$ cat src/rtl/pipelined_ks_subtractor.sv
// Pipelined Kogge-Stone subtractor: a + ~b + 1, one prefix level per stage.
// Valid/ready output with a global advance that stalls the whole pipe.
module pipelined_ks_subtractor #(
  parameter int PRECISION = 32
) (
  input  logic                 clk_i,
  input  logic                 rst_ni,
  input  logic                 in_valid_i,
  output logic                 in_ready_o,
  input  logic [PRECISION-1:0] operand_a_i,
  input  logic [PRECISION-1:0] operand_b_i,
  output logic                 out_valid_o,
  input  logic                 out_ready_i,
  output logic [PRECISION-1:0] result_o,
  output logic                 borrow_o,
  output logic                 overflow_o,
  output logic                 zero_o
);

  localparam int W = PRECISION;
  localparam int L = $clog2(PRECISION);

  logic advance;

  logic [L:0][W-1:0]   g_q, g_d;
  logic [L-1:0][W-1:0] p_q, p_d;
  logic [L:0][W-1:0]   po_q, po_d;
  logic [L:0]          sa_q, sa_d;
  logic [L:0]          sb_q, sb_d;
  logic [L:0]          v_q, v_d;

  logic [W-1:0] res_d;
  logic [W-1:0] result_q;
  logic         out_valid_q;
  logic         borrow_q;
  logic         ovf_q;
  logic         zero_q;

  assign advance    = ~out_valid_q | out_ready_i;
  assign in_ready_o = advance;

  // Level k combines spans of 2^(k-1); carry-in 1 lives in G[0].
  always_comb begin
    g_d  = '0;
    p_d  = '0;
    po_d = '0;
    sa_d = '0;
    sb_d = '0;
    v_d  = '0;
    p_d[0]    = operand_a_i ^ ~operand_b_i;
    g_d[0]    = operand_a_i & ~operand_b_i;
    g_d[0][0] = operand_a_i[0] | ~operand_b_i[0];
    po_d[0]   = operand_a_i ^ ~operand_b_i;
    sa_d[0]   = operand_a_i[W-1];
    sb_d[0]   = operand_b_i[W-1];
    v_d[0]    = in_valid_i;
    for (int k = 1; k <= L; k++) begin
      g_d[k]  = g_q[k-1];
      po_d[k] = po_q[k-1];
      sa_d[k] = sa_q[k-1];
      sb_d[k] = sb_q[k-1];
      v_d[k]  = v_q[k-1];
      for (int i = 1 << (k-1); i < W; i++) begin
        g_d[k][i] = g_q[k-1][i]
                  | (p_q[k-1][i] & g_q[k-1][i-(1 << (k-1))]);
      end
    end
    for (int k = 1; k < L; k++) begin
      p_d[k] = p_q[k-1];
      for (int i = 1 << (k-1); i < W; i++) begin
        p_d[k][i] = p_q[k-1][i] & p_q[k-1][i-(1 << (k-1))];
      end
    end
  end

  always_comb begin
    res_d    = '0;
    res_d[0] = ~po_q[L][0];
    for (int i = 1; i < W; i++) begin
      res_d[i] = po_q[L][i] ^ g_q[L][i-1];
    end
  end

  always_ff @(posedge clk_i) begin
    if (advance) begin
      g_q  <= g_d;
      p_q  <= p_d;
      po_q <= po_d;
      sa_q <= sa_d;
      sb_q <= sb_d;
    end
  end

  always_ff @(posedge clk_i) begin
    if (!rst_ni) begin
      v_q         <= '0;
      out_valid_q <= 1'b0;
      result_q    <= '0;
      borrow_q    <= 1'b0;
      ovf_q       <= 1'b0;
      zero_q      <= 1'b0;
    end else if (advance) begin
      v_q         <= v_d;
      out_valid_q <= v_q[L];
      if (v_q[L]) begin
        result_q <= res_d;
        borrow_q <= ~g_q[L][W-1];
        ovf_q    <= (sa_q[L] != sb_q[L]) && (res_d[W-1] != sa_q[L]);
        zero_q   <= (res_d == '0);
      end
    end
  end

  assign out_valid_o = out_valid_q;
  assign result_o    = result_q;
  assign borrow_o    = borrow_q;
  assign overflow_o  = ovf_q;
  assign zero_o      = zero_q;

endmodule

$ cat config.mk
export PLATFORM = sky130hd
export DESIGN_NAME = pipelined_ks_subtractor
export DESIGN_NICKNAME = d
export VERILOG_FILES = /design/src/rtl/pipelined_ks_subtractor.sv
export SDC_FILE = /design/constraint.sdc
export NUM_CORES = 1
export LEC_CHECK = 0
export BUFFER_PORTS_ARGS = -buffer_cell sky130_fd_sc_hd__buf_2
export CELL_PAD_IN_SITES_DETAIL_PLACEMENT = 0
export CELL_PAD_IN_SITES_GLOBAL_PLACEMENT = 2
export CORE_MARGIN = 3
export CORE_UTILIZATION = 46
export CTS_BUF_LIST = sky130_fd_sc_hd__clkbuf_16
export CTS_CLUSTER_DIAMETER = 40
export CTS_CLUSTER_SIZE = 40
export DETAILED_ROUTE_END_ITERATION = 7
export PLACE_DENSITY_LB_ADDON = 0.3
export SLEW_MARGIN = 20
export SYNTH_ARGS = -nofsm -noshare
export SYNTH_HDL_FRONTEND = slang
export SYNTH_SLANG_ARGS = --single-unit
$ cat constraint.sdc
create_clock -name clk_i -period 5.28 [get_ports clk_i]
set_input_delay 0.528 -clock clk_i [delete_from_list [all_inputs] [get_ports clk_i]]
set_output_delay 0.528 -clock clk_i [all_outputs]
set_load 0.005 [all_outputs]
; After elaboration in Yosys (flattened, before gate mapping)
; Index checks and enable logic that the tools add are counted.
; Widths: inputs -> output; s select.
[classes]
eq_ne = 2
bitwise = 411
n_reduce_logical = 3
[ops]
columns = cell, n
row1 = $and 1x1->1, 242
row2 = $or 1x1->1, 131
row3 = $and 32x32->32, 1
row4 = $logic_not 32->1, 1
row5 = $not 32->32, 1
row6 = $xor 32x32->32, 1
row7 = $xor 1x1->1, 31
row8 = $not 1->1, 4
row9 = $ne 1x1->1, 2
row10 = $reduce_and 2->1, 1
row11 = $logic_and 1x1->1, 1
[word_totals]
register_bits = 566
in_bits = 68
output_inout_bits = 37
word_cells = 440

; Depth between registers and ports, before layout
[logic_depth]
word_depth = 3
mapped_depth = 8
depth_no_buf = 6

; Worst setup path before layout
; Ideal clock, no wire load.
[synth_path]
path_kind = input to register
from = input port out_ready_i
to = register result_q[23] (netlist: result_o[23])
setup_ps = 116
t_arrival_ps = 4732
required_time_ps = 5164
slack_ps = 432
stages = 8
n_path_buf = 3
path_cell_list = nor2b_2 buf_6 inv_4 and2_4 buf_6 buf_6 nand2_1 o211a_1
[synth_between]
elab_chain_len = 2
[synth_rtl]
columns = item, line
row1 = start: declaration, 13  ; input logic out_ready_i,
row2 = $or 1x1->1, 39  ; assign advance = ~out_valid_q | out_ready_i;
row3 = net in_ready_o, 9  ; output logic in_ready_o,
row4 = $reduce_and 2->1 (no source line), -
row5 = end signal: assignment, 106  ; result_q <= res_d;
row6 = end: declaration, 33  ; logic [W-1:0] result_q;
; The timed path passes the listed nets, and every way through them passes these cells.
; A chain may end at the register's enable or synchronous reset.

; Worst setup path in the final report
[layout_path]
from = register out_valid_q (netlist: out_valid_o)
to = output port in_ready_o
[layout_between]
elab_chain_len = 2
[layout_rtl]
columns = item, line
row1 = start: declaration, 34  ; logic out_valid_q;
row2 = start signal: assignment, 104  ; out_valid_q <= v_q[L];
row3 = $not 1->1, 39
row4 = $or 1x1->1, 39
row5 = end: declaration, 9
; Every way passes these cells.

==> flow_summary_export.csv <==
group,metric,value,unit
placed_design,io_buffers,104,
cts,clock_sinks,536,
grt,grt_pass1_wl,46800,µm
cts,cts_inserted_buffers,66,
power,power.share.clock,0.443,
synth,yosys.area_share.simple,0.0486,
placed_design,gp_congestion,0.764,
routing,first_pass_iters,4,
power,p_sw,2.09,mW
sta,maxSlewViolCount,0,
power,power_density,449,mW/mm²
synth,synthTopCellsByArea,"edfxtp_1 79%, a21o_1 5.1%, dfxtp_1 4.5%, and2_1 3.3%, ha_1 2.1%",
worst_hold_path,worst_hold_path.endpoint,"sb_q[0]",
routing,ant_nets,0,
synth,synth_edf_count,494,
synth,synth.top_cell.area_share,0.787,
setup_path,cp_data_arrival_time,2.01,ns
grt,antenna_found_initial,0,
sta,worst_clock_skew,0.0308,ns
setup_path,reg2reg_depth,3,
sta,finalCriticalPeriod,2.54,ns
floorplanning,initial_core_util,0.470,
floorplanning,die_w,208,µm
setup_path,timing.rr.end,"p_q[121]",
routing,wire_per_inst,17.1,µm
grt,grt_overflow_total,0,
routing,viasPerCell,4.78,
setup_path,crit_required,4.75,ns
cts,cts.clk_slew.worst_paths,0.05,ns
power,p_leak,9.74,nW
synth,synth_mux_area_frac,0,
sta,fmax,0.394,GHz
synth,syn_area,0.0189,mm²
floorplanning,rows,73,
status,status,"finished clean",
grt,grt_pass1_vias,8325,
synth,synthCells,984,
placed_design,place_hpwl,19500,µm
setup_path,reg2reg_from,"out_valid_o",
synth,yosysMostFrequentCell,"edfxtp_1",
sta,grt_setup_unrepaired,"false",
synth,synthXorXnorAreaFrac,0.0144,
synth,synth_cell_types,25,
floorplanning,io_pins,105,
sta,tightest_slew,0.895,ns
power,comb_power_share,0.027,
synth,synth_compound_area_frac,0.0718,
grt,grt_max_degree,175,
synth,ys_top_cells_by_count,"494 x edfxtp_1, 129 x a21o_1, 100 x and2_1",
sta,finalSetupViolations,0,
routing,totalWireLength,29600,µm
setup_path,cp-start-kind,"flop",
routing,drtIter0Drc,710,
synth,syn-num-nets,1084,
synth,async_flop_share,0,
routing,top_layer,"met4",
synth,synth-adder-area-share,0.0212,
layout,syn_to_final_growth,17.8,%
setup_path,crit_path_end_kind,"output pin",
worst_hold_path,whs_path_depth,1,
routing,met2_length,13500,µm
routing,wl_met1,13900,µm
worst_hold_path,hold_start,"operand_b_i[31]",
synth,synth_flop_cell,"edfxtp_1",
floorplanning,die_h,208,µm
power,seq_power_share,0.530,
routing,wl_met3,1440,µm
cts,cts_resized,0,
routing,vias,8257,
sta,fin_crit_sh,0.481,
layout,layout-drive-gt1-share,0.188,
setup_path,reg2reg_slack,2.86,ns
cts,cts_tree,"yes",
floorplanning,dieArea,0.0435,mm²
sta,finalHoldViolCount,0,
cts,clockBufferDepth,3,
grt,track_usage,0.139,
layout,finalNetCount,1247,
layout,diodes,0,
cts,clk_latency,0.57,ns
synth,yosysWarnings,0,
sta,whs,0.154,ns
floorplanning,coreArea,0.0401,mm²
cts,cts_hold_buf,0,
worst_hold_path,hp-class,"input pin to flop",
cts,cts_root_buf,"clkbuf_16",
run,maxCapViolCount,0,
power,p_int,7.88,mW
cts,cts_setup_buffers,0,
sta,tns,0,ns
sta,slew_headroom,0.403,
synth,seq_area_frac_synth,0.831,
synth,syn_avg_cell_area,19.2,µm²
setup_path,cp_max_fo,174,
routing,drc_errors,0,
synth,synth-seq-cells,536,
setup_path,worstSetupPathType,"flop to output pin",
synth,synth_top_family_by_area,"compound AO/OA/AOI/OAI gates",
synth,synth_top_area_cell,"edfxtp_1",
power,peakVddDrop,0.233,mV
power,p_sw_frac,0.210,
cts,h-tree-depth,3,
-- layout make-up --
type / count / area (µm²)
Fill cell: 3106 / 17900
Timing Repair Buffer: 108 / 563
Clock buffer: 68 / 1700
Multi-Input combinational cell: 401 / 2940
Sequential cell: 536 / 15700
Clock inverter: 54 / 526
Tap cell: 525 / 657
Inverter: 34 / 144
-- cell usage in the layout (no fill, tap or decap), types with 2 or more instances in the layout --
cell type,Yosys,final
and2_1,100,100
nand2_1,48,48
clkinv_4,0,7
nand3_1,4,4
clkbuf_16,0,68
a21o_1,129,129
bufinv_16,0,5
edfxtp_1,494,494
buf_2,0,104
clkinvlp_4,0,7
nand4_1,6,6
clkinv_8,0,3
nor4_1,2,2
dfxtp_1,42,42
nor2_1,3,3
o21ai_0,3,3
buf_4,0,3
ha_1,32,32
clkinv_2,0,10
inv_8,0,4
xnor2_1,30,30
inv_1,33,38
a21boi_0,6,6
o211a_1,31,31
clkinv_1,0,3
inv_6,0,10
-- stage by stage --
step                cells   util  area, µm²  setup slack, ns  power [mW]
CTS                  1726  0.554      22200             2.64        10.1
detailed placement   1604  0.498      20000             2.69        5.66
global route         1726  0.554      22200             2.54        10.4
global placement     1604  0.498      20000             2.71        5.65
floorplan             984      -      18900            0.432        5.45
finish               1726  0.554      22200             2.74        9.97
-- sequential cells by signal, indices dropped and copies added (netlist names) --
register	count
g_q	161
po_q	32
p_d	3
overflow_o	1
zero_o	1
result_o	32
sb_q	6
out_valid_o	1
borrow_o	1
po_d	156
g_d	31
sa_q	6
v_q	6
p_q	99
-- cells by family after synthesis --
kind of cell / after synthesis
xor gates and xnor gates: 31
AOI/OAI and AO/OA: 171
and+or+nand+nor: 167
DFF: 536
adders and majority gates: 32
buffers and inverters: 47
-- metal layers --
layer / up-vias / global-route usage
met3: 66 / 0.0327
met2: 181 / 0.209
met4: 0 / 0.0502
met5: - / 0
li1: 4073 / -
met1: 3937 / 0.200
-- worst max-delay path: stages (launching register included) --
cell and delay (ns):
dfxtp_1 0.31, nor2b_2 0.53, inv_16 0.31, buf_2 0.26
-- how the worst max path moves through the flow --
| stage | startpoint | endpoint |
|---|---|---|
| CTS | out_valid_o | in_ready_o |
| global placement | out_ready_i | po_d[181] |
| floorplan | out_ready_i | result_o[23] |
| detailed placement | out_ready_i | po_d[181] |
| finish | out_valid_o | in_ready_o |
| global route | out_valid_o | in_ready_o |
-- power groups by stage --
stage	clock [mW]	sequential [mW]	combinational, mW
after CTS	4.54	5.29	0.280
after detailed placement	0	5.38	0.276
after global placement	0	5.37	0.279
after global routing	4.72	5.32	0.316
after floorplan	0	5.26	0.197
final	4.42	5.28	0.273
(Power assumes the default switching activity.)
